## config.mk

```make
export PLATFORM = sky130hd
export DESIGN_NAME = uart_debug_unit
export DESIGN_NICKNAME = d
export VERILOG_FILES = /design/src/rtl/uart_debug_unit.sv
export SDC_FILE = /design/constraint.sdc
export NUM_CORES = 1
export LEC_CHECK = 0
export ABC_CLOCK_PERIOD_IN_PS = 8440
export CAP_MARGIN = 20
export CORE_UTILIZATION = 38
export CTS_CLUSTER_DIAMETER = 30
export CTS_CLUSTER_SIZE = 8
export DETAILED_ROUTE_END_ITERATION = 10
export SYNTH_ARGS = -nofsm -noshare
export SYNTH_HDL_FRONTEND = slang
export SYNTH_SLANG_ARGS = --single-unit
```

## constraint.sdc

```tcl
create_clock -name i_clock -period 8.44 [get_ports i_clock]
set_clock_uncertainty 0.15 [all_clocks]
set_input_delay 0.844 -clock i_clock [delete_from_list [all_inputs] [get_ports i_clock]]
set_output_delay 0.844 -clock i_clock [all_outputs]
set_load 0.05 [all_outputs]
```

## src/rtl/uart_debug_unit.sv

```systemverilog
// Debug unit for a pipelined CPU: loads instructions over an embedded 8N1 UART,
// runs or single-steps the pipeline, then dumps PC, cycle count, registers and dirty memory.
module uart_debug_unit #(
    parameter int unsigned BAUD_RATE = 115200,
    parameter int unsigned CLK_FREQ  = 50000000,
    parameter int unsigned NB_DATA   = 32,
    parameter int unsigned ADDRWIDTH = 7,
    parameter int unsigned NB_STATE  = 15
) (
    input  logic                 i_clock,
    input  logic                 i_reset,
    input  logic                 i_halt,
    input  logic                 i_rx_data,
    input  logic [ADDRWIDTH-1:0] i_send_program_counter,
    input  logic [ADDRWIDTH-1:0] i_cant_cycles,
    input  logic [NB_DATA-1:0]   i_reg_debug_unit,
    input  logic                 i_bit_sucio,
    input  logic [NB_DATA-1:0]   i_mem_debug_unit,
    output logic [4:0]           o_addr_reg_debug_unit,
    output logic [ADDRWIDTH-1:0] o_addr_mem_debug_unit,
    output logic                 o_ctrl_addr_debug_mem,
    output logic                 o_ctrl_wr_debug_mem,
    output logic                 o_ctrl_read_debug_reg,
    output logic                 o_tx_data,
    output logic                 o_en_write,
    output logic                 o_en_read,
    output logic                 o_enable_pipe,
    output logic                 o_enable_mem,
    output logic                 o_debug_unit_reg,
    output logic [NB_DATA-1:0]   o_inst_load,
    output logic [ADDRWIDTH-1:0] o_address,
    output logic [NB_STATE-1:0]  o_state
);
    localparam int unsigned DivRaw = (CLK_FREQ + 8 * BAUD_RATE) / (16 * BAUD_RATE);
    localparam int unsigned Div    = (DivRaw == 0) ? 1 : DivRaw;
    localparam int unsigned DivW   = $clog2(Div + 1);

    typedef enum logic [3:0] {
        StIdle, StRxCount, StRxInst, StWriteInst, StRxMode, StRun, StStepWait, StStepExec,
        StSendPc, StSendCyc, StRegAddr, StSendReg, StMemAddr, StSendMem, StDone
    } state_e;
    typedef enum logic [1:0] {UaIdle, UaStart, UaData, UaStop} uart_e;

    logic [DivW-1:0]      tick_cnt_q, tick_cnt_d;
    logic                 tick;
    logic [1:0]           rx_sync_q, rx_sync_d;
    uart_e                rx_st_q, rx_st_d, tx_st_q, tx_st_d;
    logic [3:0]           rx_s_q, rx_s_d, tx_s_q, tx_s_d;
    logic [2:0]           rx_n_q, rx_n_d, tx_n_q, tx_n_d;
    logic [7:0]           rx_sh_q, rx_sh_d, tx_sh_q, tx_sh_d;
    logic                 rx, rx_done, tx_done, tx_start;
    logic [7:0]           tx_byte;
    state_e               state_q, state_d;
    logic [7:0]           count_q, count_d, wr_cnt_q, wr_cnt_d;
    logic [ADDRWIDTH-1:0] addr_q, addr_d;
    logic [31:0]          word_q, word_d, send_word;
    logic [2:0]           byte_q, byte_d, send_last;
    logic [6:0]           idx_q, idx_d;
    logic                 wait_q, wait_d, phase_q, phase_d, final_q, final_d;
    logic                 step_q, step_d, halted_q, halted_d, sending, last_sent;
    logic [1:0]           sel;

    assign tick = (tick_cnt_q == DivW'(Div - 1));
    assign rx   = rx_sync_q[1];

    // Receiver and transmitter, both paced by the shared 16x oversampling tick.
    always_comb begin
        tick_cnt_d = tick ? '0 : tick_cnt_q + DivW'(1);
        rx_sync_d  = {rx_sync_q[0], i_rx_data};
        rx_st_d = rx_st_q; rx_s_d = rx_s_q; rx_n_d = rx_n_q; rx_sh_d = rx_sh_q; rx_done = 1'b0;
        tx_st_d = tx_st_q; tx_s_d = tx_s_q; tx_n_d = tx_n_q; tx_sh_d = tx_sh_q; tx_done = 1'b0;
        if (tick) begin
            rx_s_d = rx_s_q + 4'd1;
            case (rx_st_q)
                UaIdle: begin
                    rx_s_d = '0;
                    if (!rx) rx_st_d = UaStart;
                end
                UaStart: if (rx_s_q == 4'd7) begin
                    rx_s_d  = '0;
                    rx_n_d  = '0;
                    rx_st_d = rx ? UaIdle : UaData;
                end
                UaData: if (rx_s_q == 4'd15) begin
                    rx_sh_d = {rx, rx_sh_q[7:1]};
                    rx_n_d  = rx_n_q + 3'd1;
                    if (rx_n_q == 3'd7) rx_st_d = UaStop;
                end
                default: if (rx_s_q == 4'd15) begin
                    rx_st_d = UaIdle;
                    rx_done = rx;
                end
            endcase
            if (tx_st_q != UaIdle) begin
                tx_s_d = tx_s_q + 4'd1;
                if (tx_s_q == 4'd15) begin
                    case (tx_st_q)
                        UaStart: begin
                            tx_st_d = UaData;
                            tx_n_d  = '0;
                        end
                        UaData: begin
                            tx_sh_d = {1'b0, tx_sh_q[7:1]};
                            tx_n_d  = tx_n_q + 3'd1;
                            if (tx_n_q == 3'd7) tx_st_d = UaStop;
                        end
                        default: begin
                            tx_st_d = UaIdle;
                            tx_done = 1'b1;
                        end
                    endcase
                end
            end
        end
        if (tx_st_q == UaIdle && tx_start) begin
            tx_st_d = UaStart;
            tx_s_d  = '0;
            tx_sh_d = tx_byte;
        end
    end

    assign o_tx_data = (tx_st_q == UaStart) ? 1'b0 : (tx_st_q == UaData) ? tx_sh_q[0] : 1'b1;

    always_comb begin
        state_d = state_q; count_d = count_q; wr_cnt_d = wr_cnt_q; addr_d = addr_q;
        word_d = word_q; byte_d = byte_q; idx_d = idx_q; wait_d = wait_q; phase_d = phase_q;
        final_d = final_q; step_d = step_q; halted_d = halted_q;
        o_en_write = 1'b0; o_en_read = 1'b0; o_enable_pipe = 1'b0; o_enable_mem = 1'b0;
        o_debug_unit_reg = 1'b0; o_ctrl_read_debug_reg = 1'b0;
        o_ctrl_addr_debug_mem = 1'b0; o_ctrl_wr_debug_mem = 1'b0;
        tx_start = 1'b0;

        case (state_q)
            StSendPc:  send_word = 32'(i_send_program_counter);
            StSendCyc: send_word = 32'(i_cant_cycles);
            StSendReg: send_word = 32'(i_reg_debug_unit);
            default:   send_word = 32'(i_mem_debug_unit);
        endcase
        // Memory frames carry an address byte ahead of the data word, so data shifts by one.
        if (state_q == StSendMem) begin
            sel       = 2'(3'd4 - byte_q);
            send_last = final_q ? 3'd0 : 3'd4;
            tx_byte   = final_q ? 8'hFF : (byte_q == 3'd0) ? {1'b0, idx_q}
                                        : send_word[{sel, 3'b000} +: 8];
        end else begin
            sel       = 2'd3 - byte_q[1:0];
            send_last = 3'd3;
            tx_byte   = send_word[{sel, 3'b000} +: 8];
        end
        sending   = (state_q == StSendPc) || (state_q == StSendCyc) ||
                    (state_q == StSendReg) || (state_q == StSendMem);
        last_sent = sending && wait_q && tx_done && (byte_q == send_last);
        if (sending) begin
            if (!wait_q) begin
                tx_start = 1'b1;
                wait_d   = 1'b1;
            end else if (tx_done) begin
                wait_d = 1'b0;
                byte_d = last_sent ? 3'd0 : byte_q + 3'd1;
            end
        end

        case (state_q)
            StIdle: state_d = StRxCount;
            StRxCount: begin
                o_debug_unit_reg = 1'b1;
                if (rx_done) begin
                    count_d  = rx_sh_q;
                    addr_d   = '0;
                    wr_cnt_d = '0;
                    byte_d   = '0;
                    state_d  = (rx_sh_q == 8'd0) ? StRxMode : StRxInst;
                end
            end
            StRxInst: begin
                o_debug_unit_reg = 1'b1;
                if (rx_done) begin
                    word_d = {word_q[23:0], rx_sh_q};
                    byte_d = (byte_q == 3'd3) ? 3'd0 : byte_q + 3'd1;
                    if (byte_q == 3'd3) state_d = StWriteInst;
                end
            end
            StWriteInst: begin
                o_debug_unit_reg = 1'b1;
                o_en_write       = 1'b1;
                addr_d           = addr_q + ADDRWIDTH'(1);
                wr_cnt_d         = wr_cnt_q + 8'd1;
                state_d          = (wr_cnt_q + 8'd1 == count_q) ? StRxMode : StRxInst;
            end
            StRxMode: if (rx_done && (rx_sh_q == 8'h10 || rx_sh_q == 8'h20)) begin
                step_d   = (rx_sh_q == 8'h20);
                halted_d = 1'b0;
                state_d  = (rx_sh_q == 8'h20) ? StStepWait : StRun;
            end
            StRun, StStepExec: begin
                o_enable_pipe = 1'b1;
                o_en_read     = 1'b1;
                o_enable_mem  = 1'b1;
                if (i_halt) halted_d = 1'b1;
                if (i_halt || state_q == StStepExec) begin
                    state_d = StSendPc;
                    byte_d  = '0;
                    wait_d  = 1'b0;
                end
            end
            StStepWait: if (rx_done) begin
                if (rx_sh_q == 8'h30) state_d = StStepExec;
                else if (rx_sh_q == 8'h40) state_d = StIdle;
            end
            StSendPc: if (last_sent) state_d = StSendCyc;
            StSendCyc: if (last_sent) begin
                idx_d   = '0;
                state_d = StRegAddr;
            end
            StRegAddr: begin
                o_ctrl_read_debug_reg = 1'b1;
                state_d               = StSendReg;
            end
            StSendReg: begin
                o_ctrl_read_debug_reg = 1'b1;
                if (last_sent) begin
                    idx_d   = (idx_q == 7'd31) ? 7'd0 : idx_q + 7'd1;
                    state_d = (idx_q == 7'd31) ? StMemAddr : StRegAddr;
                end
            end
            StMemAddr, StSendMem: begin
                o_ctrl_addr_debug_mem = 1'b1;
                o_ctrl_wr_debug_mem   = 1'b1;
                o_enable_mem          = 1'b1;
                // phase_q marks the second MEM_ADDR cycle, when read data is valid.
                if (state_q == StMemAddr) begin
                    phase_d = !phase_q;
                    if (phase_q) begin
                        if (i_bit_sucio || idx_q == 7'd127) state_d = StSendMem;
                        if (!i_bit_sucio && idx_q == 7'd127) final_d = 1'b1;
                        if (!i_bit_sucio && idx_q != 7'd127) idx_d = idx_q + 7'd1;
                    end
                end else if (last_sent) begin
                    if (final_q) begin
                        final_d = 1'b0;
                        state_d = StDone;
                    end else if (idx_q == 7'd127) begin
                        final_d = 1'b1;
                    end else begin
                        idx_d   = idx_q + 7'd1;
                        state_d = StMemAddr;
                    end
                end
            end
            default: state_d = (step_q && !halted_q) ? StStepWait : StIdle;
        endcase
    end

    assign o_addr_reg_debug_unit = idx_q[4:0];
    assign o_addr_mem_debug_unit = ADDRWIDTH'(idx_q);
    assign o_inst_load           = NB_DATA'(word_q);
    assign o_address             = addr_q;
    assign o_state               = NB_STATE'(1) << state_q;

    always_ff @(posedge i_clock or posedge i_reset) begin
        if (i_reset) begin
            tick_cnt_q <= '0; rx_sync_q <= '0;
            rx_st_q <= UaIdle; rx_s_q <= '0; rx_n_q <= '0; rx_sh_q <= '0;
            tx_st_q <= UaIdle; tx_s_q <= '0; tx_n_q <= '0; tx_sh_q <= '0;
            state_q <= StIdle; count_q <= '0; wr_cnt_q <= '0; addr_q <= '0; word_q <= '0;
            byte_q <= '0; idx_q <= '0; wait_q <= 1'b0; phase_q <= 1'b0; final_q <= 1'b0;
            step_q <= 1'b0; halted_q <= 1'b0;
        end else begin
            tick_cnt_q <= tick_cnt_d; rx_sync_q <= rx_sync_d;
            rx_st_q <= rx_st_d; rx_s_q <= rx_s_d; rx_n_q <= rx_n_d; rx_sh_q <= rx_sh_d;
            tx_st_q <= tx_st_d; tx_s_q <= tx_s_d; tx_n_q <= tx_n_d; tx_sh_q <= tx_sh_d;
            state_q <= state_d; count_q <= count_d; wr_cnt_q <= wr_cnt_d; addr_q <= addr_d;
            word_q <= word_d; byte_q <= byte_d; idx_q <= idx_d; wait_q <= wait_d;
            phase_q <= phase_d; final_q <= final_d; step_q <= step_d; halted_q <= halted_d;
        end
    end
endmodule

```

==> results of run 1 <==
==> worst paths after layout <==
path,from,depth (start not counted),end,slack [ns]
max,state_q[0],5,o_en_write,3.88
max reg2reg,tick_cnt_q[0],8,wr_cnt_q[5],5.05
max in group asynchronous,i_reset,3,step_q,6.12
min,rx_sync_q[0],0,rx_sync_q[1],0.20
min in group asynchronous,i_reset,2,tick_cnt_q[0],0.67
min reg2reg,rx_sync_q[0],0,rx_sync_q[1],0.20
==> power breakdown <==
part	switching, W	internal (W)
logic	0.0000306	0.0000480
registers	0.00000223	0.000554
clock network	0.000273	0.000462
total	0.000306	0.00106
==> registers in the layout, indices dropped and copies added (netlist names) <==
signal / count
tx_sh_q: 8
o_addr_mem_debug_unit: 7
byte_q: 3
rx_sh_q: 8
halted_q: 1
rx_n_q: 3
rx_st_q: 2
phase_q: 1
wait_q: 1
wr_cnt_q: 8
tick_cnt_q: 5
final_q: 1
o_address: 7
tx_st_q: 2
state_q: 4
step_q: 1
o_inst_load: 32
tx_n_q: 3
count_q: 8
rx_s_q: 4
rx_sync_q: 2
tx_s_q: 4
==> through the flow <==
stage,worst slack (ns),cell area [um^2]
4_1_cts,3.864,9834
6_report,3.876,9862
3_3_place_gp,4.332,9224
3_5_place_dp,4.320,9224
2_1_floorplan,4.402,7606
5_1_grt,3.652,9862
==> layer usage <==
metal | up-vias | wire, um
met2 | 203 | 10200
met4 | 0 | 286
met5 | - | 0
met3 | 20 | 1348
li1 | 3279 | -
met1 | 3214 | 10750
==> cell families after synthesis <==
family | count (synthesis)
flip-flops | 115
multiplexers | 79
AO/OA/AOI/OAI | 214
adder cells (fa/ha/maj) | 18
XOR/XNOR | 19
buffers and inverters | 85
AND/OR/NAND/NOR | 292
==> worst max-delay path: stages, from the launching register on <==
cell	delay (ns)
dfrtp_1	0.32
buf_4	0.42
inv_1	0.42
or3_1	0.78
inv_2	0.34
clkdlybuf4s50_1	0.86
==> layout by cell type, fill, tap and decap left out, drive strengths merged, types with 10 or more instances in the layout <==
cell,Yosys,final
a21oi,24,24
a2bb2oi,11,11
a31oi,12,12
and3,12,12
clkbuf,30,20
clkdlybuf4s50,0,157
dfrtp,115,115
ha,18,18
inv,22,26
mux2,57,57
mux2i,18,18
nand2,86,86
nand2b,10,10
nand3,37,37
nand4,11,11
nor2,60,60
nor3,20,20
o211ai,14,14
o21ai,78,78
o22ai,11,11
xor2,11,11
==> final cells by class <==
cell class,count,share of cell area
multi-input combinational,622,0.4349
sequential,115,0.2918
timing repair buffer,164,0.1667
clock buffer,20,0.04732
tap,265,0.03362
clock inverter,12,0.01459
inverter,27,0.01104
==> impl_metrics.env, run 1 <==
export IMPL_syn_avg_cell_area_um2=9.253
export IMPL_drt_wl_total_mm=22.58
export IMPL_stdcell_count=1225
export IMPL_clock_latency_ns=0.43
export IMPL_clockBufferDepth=2
export IMPL_grt_total_usage=0.2232
export IMPL_numPortBuffers=157
export IMPL_synth_edff_count=0
export IMPL_rows=51
export IMPL_report_final_setup_viol=0
export IMPL_htree_num_levels=4
export IMPL_final_core_util=0.5051
export IMPL_hold_buffers=0
export IMPL_regArea_um2=2878
export IMPL_diodes=0
export IMPL_met1_usage=0.3093
export IMPL_finish_net_count=1048
export IMPL_setup_tns_final_ns=0
export IMPL_ys_ff_latch=115
export IMPL_status="finished clean"
export IMPL_worst_setup_path_start_kind="register"
export IMPL_ir_drop_uv=139.6
export IMPL_busiest_layer="met2"
export IMPL_drtIter0Drc=506
export IMPL_numCtsBuffers=17
export IMPL_hold_viol=0
export IMPL_pwr_density_cell_nw_per_um2=139.0
export IMPL_fin_crit_ns=4.564
export IMPL_path_clk_slew_ns=0.06
export IMPL_core_um2=19530
export IMPL_wire_per_inst_um=18.44
export IMPL_slew_viol_final=0
export IMPL_grt_ovfl_total=0
export IMPL_drtPass1Iterations=5
export IMPL_max_cap_viol_count=0
export IMPL_tightestPinTransition_ns=1.100
export IMPL_crit_fanout=41
export IMPL_synth_nets=923
export IMPL_synthTopCellsByArea="dfrtp_1 38%, mux2_2 7.4%, o21ai_0 4.8%, nand2_1 4.2%, ha_1 3.0%"
export IMPL_drc=0
export IMPL_die_h_um=143.5
export IMPL_root_buffer="clkbuf_16"
export IMPL_synthMuxAreaShare=0.1199
export IMPL_yosysTopAreaCellShare=0.3784
export IMPL_ys_seq_area_frac=0.3784
export IMPL_fill_cells=1849
export IMPL_synth_top_family_by_area="simple AND/OR/NAND/NOR gates"
export IMPL_gp_congestion=0.8703
export IMPL_cp_required_ns=7.45
export IMPL_cp_end_kind="primary output"
export IMPL_dp_cells=1192
export IMPL_hp_class="register to register"
export IMPL_synth_compound_area_frac=0.1893
export IMPL_totalPowerFinal_w=0.001371
export IMPL_syn2layout_area_growth_pct=29.66
export IMPL_start_util=0.3895
export IMPL_yosysTopAreaCell="dfrtp_1"
export IMPL_yosys_area_share_xor_xnor=0.02188
export IMPL_fmax_mhz=219.1
export IMPL_grt_max_degree=76
export IMPL_yosys_area_share_adder=0.02961
export IMPL_grt_use_met3=0.04199
export IMPL_rsz0062_at_grt="false"
export IMPL_die_w_um=143.5
export IMPL_cts_tree="yes"
export IMPL_post_cts_buffers=0
export IMPL_synthTopCellsByCount="115 x dfrtp_1, 86 x nand2_1, 73 x o21ai_0"
export IMPL_antenna_found_initial=0
export IMPL_vias=6716
export IMPL_async_reset_ff_frac=1.000
export IMPL_cts_resized=0
export IMPL_ios=158
export IMPL_criticalPathCategory="register to primary output"
export IMPL_drive_gt1_frac=0.1271
export IMPL_p_leak_nw=4.238
export IMPL_ys_types=91
export IMPL_use_met2=0.3498
export IMPL_yosysMostFrequentCell="dfrtp_1"
export IMPL_final_antenna_net_count=0
export IMPL_syn_area_um2=7606
export IMPL_yosys_area_share_simple=0.2023
export IMPL_cp_data_arrival_time_ns=3.57
export IMPL_die_area_um2=20590
export IMPL_slew_headroom=0.2641
export IMPL_place_hpwl_mm=16.08
export IMPL_syn_inst=822
export IMPL_holdWs_ns=0.1985
export IMPL_viasPerCell=5.482
export IMPL_fin_crit_sh=0.5408
export IMPL_cts_sinks=115
export IMPL_synth_flop_cell="dfrtp_1"
export IMPL_grt_pass1_vias=6503
export IMPL_grt_pass1_wl_mm=35.33
export IMPL_synth_warnings=0
export IMPL_multi_input_area_um2=4289
(Power assumes the default switching activity.)
==> run 2: changes to the inputs <==
--- a/config.mk
+++ b/config.mk
@@ -5,7 +5,7 @@
 export SDC_FILE = /design/constraint.sdc
 export NUM_CORES = 1
 export LEC_CHECK = 0
-export ABC_CLOCK_PERIOD_IN_PS = 8440
+export ABC_CLOCK_PERIOD_IN_PS = 4600
 export CAP_MARGIN = 20
 export CORE_UTILIZATION = 38
 export CTS_CLUSTER_DIAMETER = 30
==> constraint.sdc (replaced) <==
create_clock -name i_clock -period 4.6 [get_ports i_clock]
set_clock_uncertainty 0.15 [all_clocks]
set_input_delay 0.46 -clock i_clock [delete_from_list [all_inputs] [get_ports i_clock]]
set_output_delay 0.46 -clock i_clock [all_outputs]
set_load 0.05 [all_outputs]
==> impl_metrics.env, run 2 (same netlist as run 1, synthesis figures left out) <==
export IMPL_status="finished clean"
export IMPL_slew_viol_final=0
export IMPL_gp_congestion=0.8863
export IMPL_htree_num_levels=4
export IMPL_final_cell_mix="156 x clkdlybuf4s50_1, 115 x dfrtp_1, 86 x nand2_1, 73 x o21ai_0, 59 x nor2_1"
export IMPL_report_final_setup_viol=0
export IMPL_grt_max_degree=55
export IMPL_numCtsBuffers=17
export IMPL_numPortBuffers=157
export IMPL_core_um2=19530
export IMPL_drtIter0Drc=468
export IMPL_hold_viol=0
export IMPL_grt_total_usage=0.2328
export IMPL_finish_net_count=1053
export IMPL_viasPerCell=5.615
export IMPL_slowest_delay_ns=0.92
export IMPL_path_cells="nand2b_1, nor3_1, clkdlybuf4s50_1"
export IMPL_wire_per_inst_um=18.76
export IMPL_hold_buffers=0
export IMPL_grt_pass1_vias=6676
export IMPL_pwr_density_cell_nw_per_um2=251.6
export IMPL_post_cts_buffers=0
export IMPL_worst_setup_path_start_kind="register"
export IMPL_rsz0062_at_grt="false"
export IMPL_crit_slowest_cell="dfrtp_1"
export IMPL_p_leak_nw=4.260
export IMPL_antenna_found_initial=0
export IMPL_clock_latency_ns=0.42
export IMPL_diodes=0
export IMPL_cts_tree="yes"
export IMPL_rows=51
export IMPL_r2r_cells=6
export IMPL_max_cap_viol_count=0
export IMPL_drive_gt1_frac=0.1326
export IMPL_ir_drop_uv=237.2
export IMPL_criticalPathCategory="register to primary output"
export IMPL_fin_crit_ns=3.648
export IMPL_clockBufferDepth=2
export IMPL_drt_wl_total_mm=23.07
export IMPL_vias=6907
export IMPL_cp_end_kind="primary output"
export IMPL_hp_class="register to register"
export IMPL_fin_crit_sh=0.7931
export IMPL_crit_fanout=28
export IMPL_path_clk_slew_ns=0.05
export IMPL_die_h_um=143.5
export IMPL_grt_pass1_wl_mm=36.73
export IMPL_final_cell_area_um2=9859
export IMPL_dpl_cell_area_um2=9266
export IMPL_syn2layout_area_growth_pct=29.63
export IMPL_final_common_cell="clkdlybuf4s50_1"
export IMPL_ios=158
export IMPL_drc=0
export IMPL_tightestPinTransition_ns=1.008
export IMPL_grt_ovfl_total=0
export IMPL_cp_required_ns=3.99
export IMPL_totalPowerFinal_w=0.002481
export IMPL_root_buffer="clkbuf_16"
export IMPL_final_antenna_net_count=0
export IMPL_hold_depth=0
export IMPL_setup_tns_final_ns=0
export IMPL_slew_headroom=0.3280
export IMPL_fill_cells=1823
export IMPL_place_hpwl_mm=16.58
export IMPL_largest_reg_flops=32
export IMPL_cp_data_arrival_time_ns=3.04
export IMPL_start_util=0.3895
export IMPL_fmax_mhz=274.1
export IMPL_cts_sinks=115
export IMPL_drtPass1Iterations=5
export IMPL_cts_resized=0
export IMPL_die_area_um2=20590
export IMPL_die_w_um=143.5
[run 2: changes by cell type in the layout (fill, tap and decap cells not counted)]
cell | previous run | this run
buf_16 | 1 | 0
buf_4 | 6 | 13
clkbuf_8 | 3 | 1
clkdlybuf4s50_1 | 157 | 156
clkinv_2 | 0 | 3
clkinv_4 | 4 | 7
clkinvlp_4 | 3 | 0
inv_6 | 4 | 3
[run 2: final cells by class]
type,instances,area [um^2],area share
clock buffer,18,439.2,0.04454
clock inverter,14,153.9,0.01561
inverter,27,108.9,0.01104
multi-input combinational,622,4289,0.4350
sequential,115,2878,0.2919
tap,265,331.6,0.03363
timing repair buffer,169,1659,0.1683
[run 2: final timing paths]
kind / start / to / slack, ns
setup / recovery: state_q[2] / o_state[4] / 0.95
hold / removal: rx_sync_q[0] / rx_sync_q[1] / 0.21
setup reg to reg: byte_q[0] / tx_sh_q[2] / 1.29
hold reg to reg: rx_sync_q[0] / rx_sync_q[1] / 0.21
max in group asynchronous: i_reset / rx_st_q[1] / 3.01
min in group asynchronous: i_reset / o_inst_load[29] / 0.35
[run 2: worst max-delay path: cells and delay by family, from the launching register on]
family                 cells  cell delay [ns]
flip-flops                 1             0.92
AND/OR/NAND/NOR            2             0.77
buffers and inverters      1             0.92
[run 2: where the power goes]
part / internal [W] / switching [W]
Clock: 0.000817 / 0.000496
Sequential: 0.00102 / 0.00000421
Combinational: 0.0000888 / 0.0000579
[run 2: through the flow]
step	instances	utilization	hold WS [ns]	setup WS, ns
after floorplan	822	-	0.1812	0.9459
after global placement	1198	0.4746	0.1886	1.394
after detailed placement	1198	0.4746	0.1949	1.343
after CTS	1230	0.5049	0.2109	0.9501
after global routing	1230	0.5049	0.2398	0.7753
final	1230	0.5049	0.2078	0.9515
[run 2: metal layers]
metal | part of all wire | track usage
met4 | 0.023 | 0.09127
met5 | 0 | 0
met2 | 0.45 | 0.3643
met1 | 0.45 | 0.3139
met3 | 0.070 | 0.04832
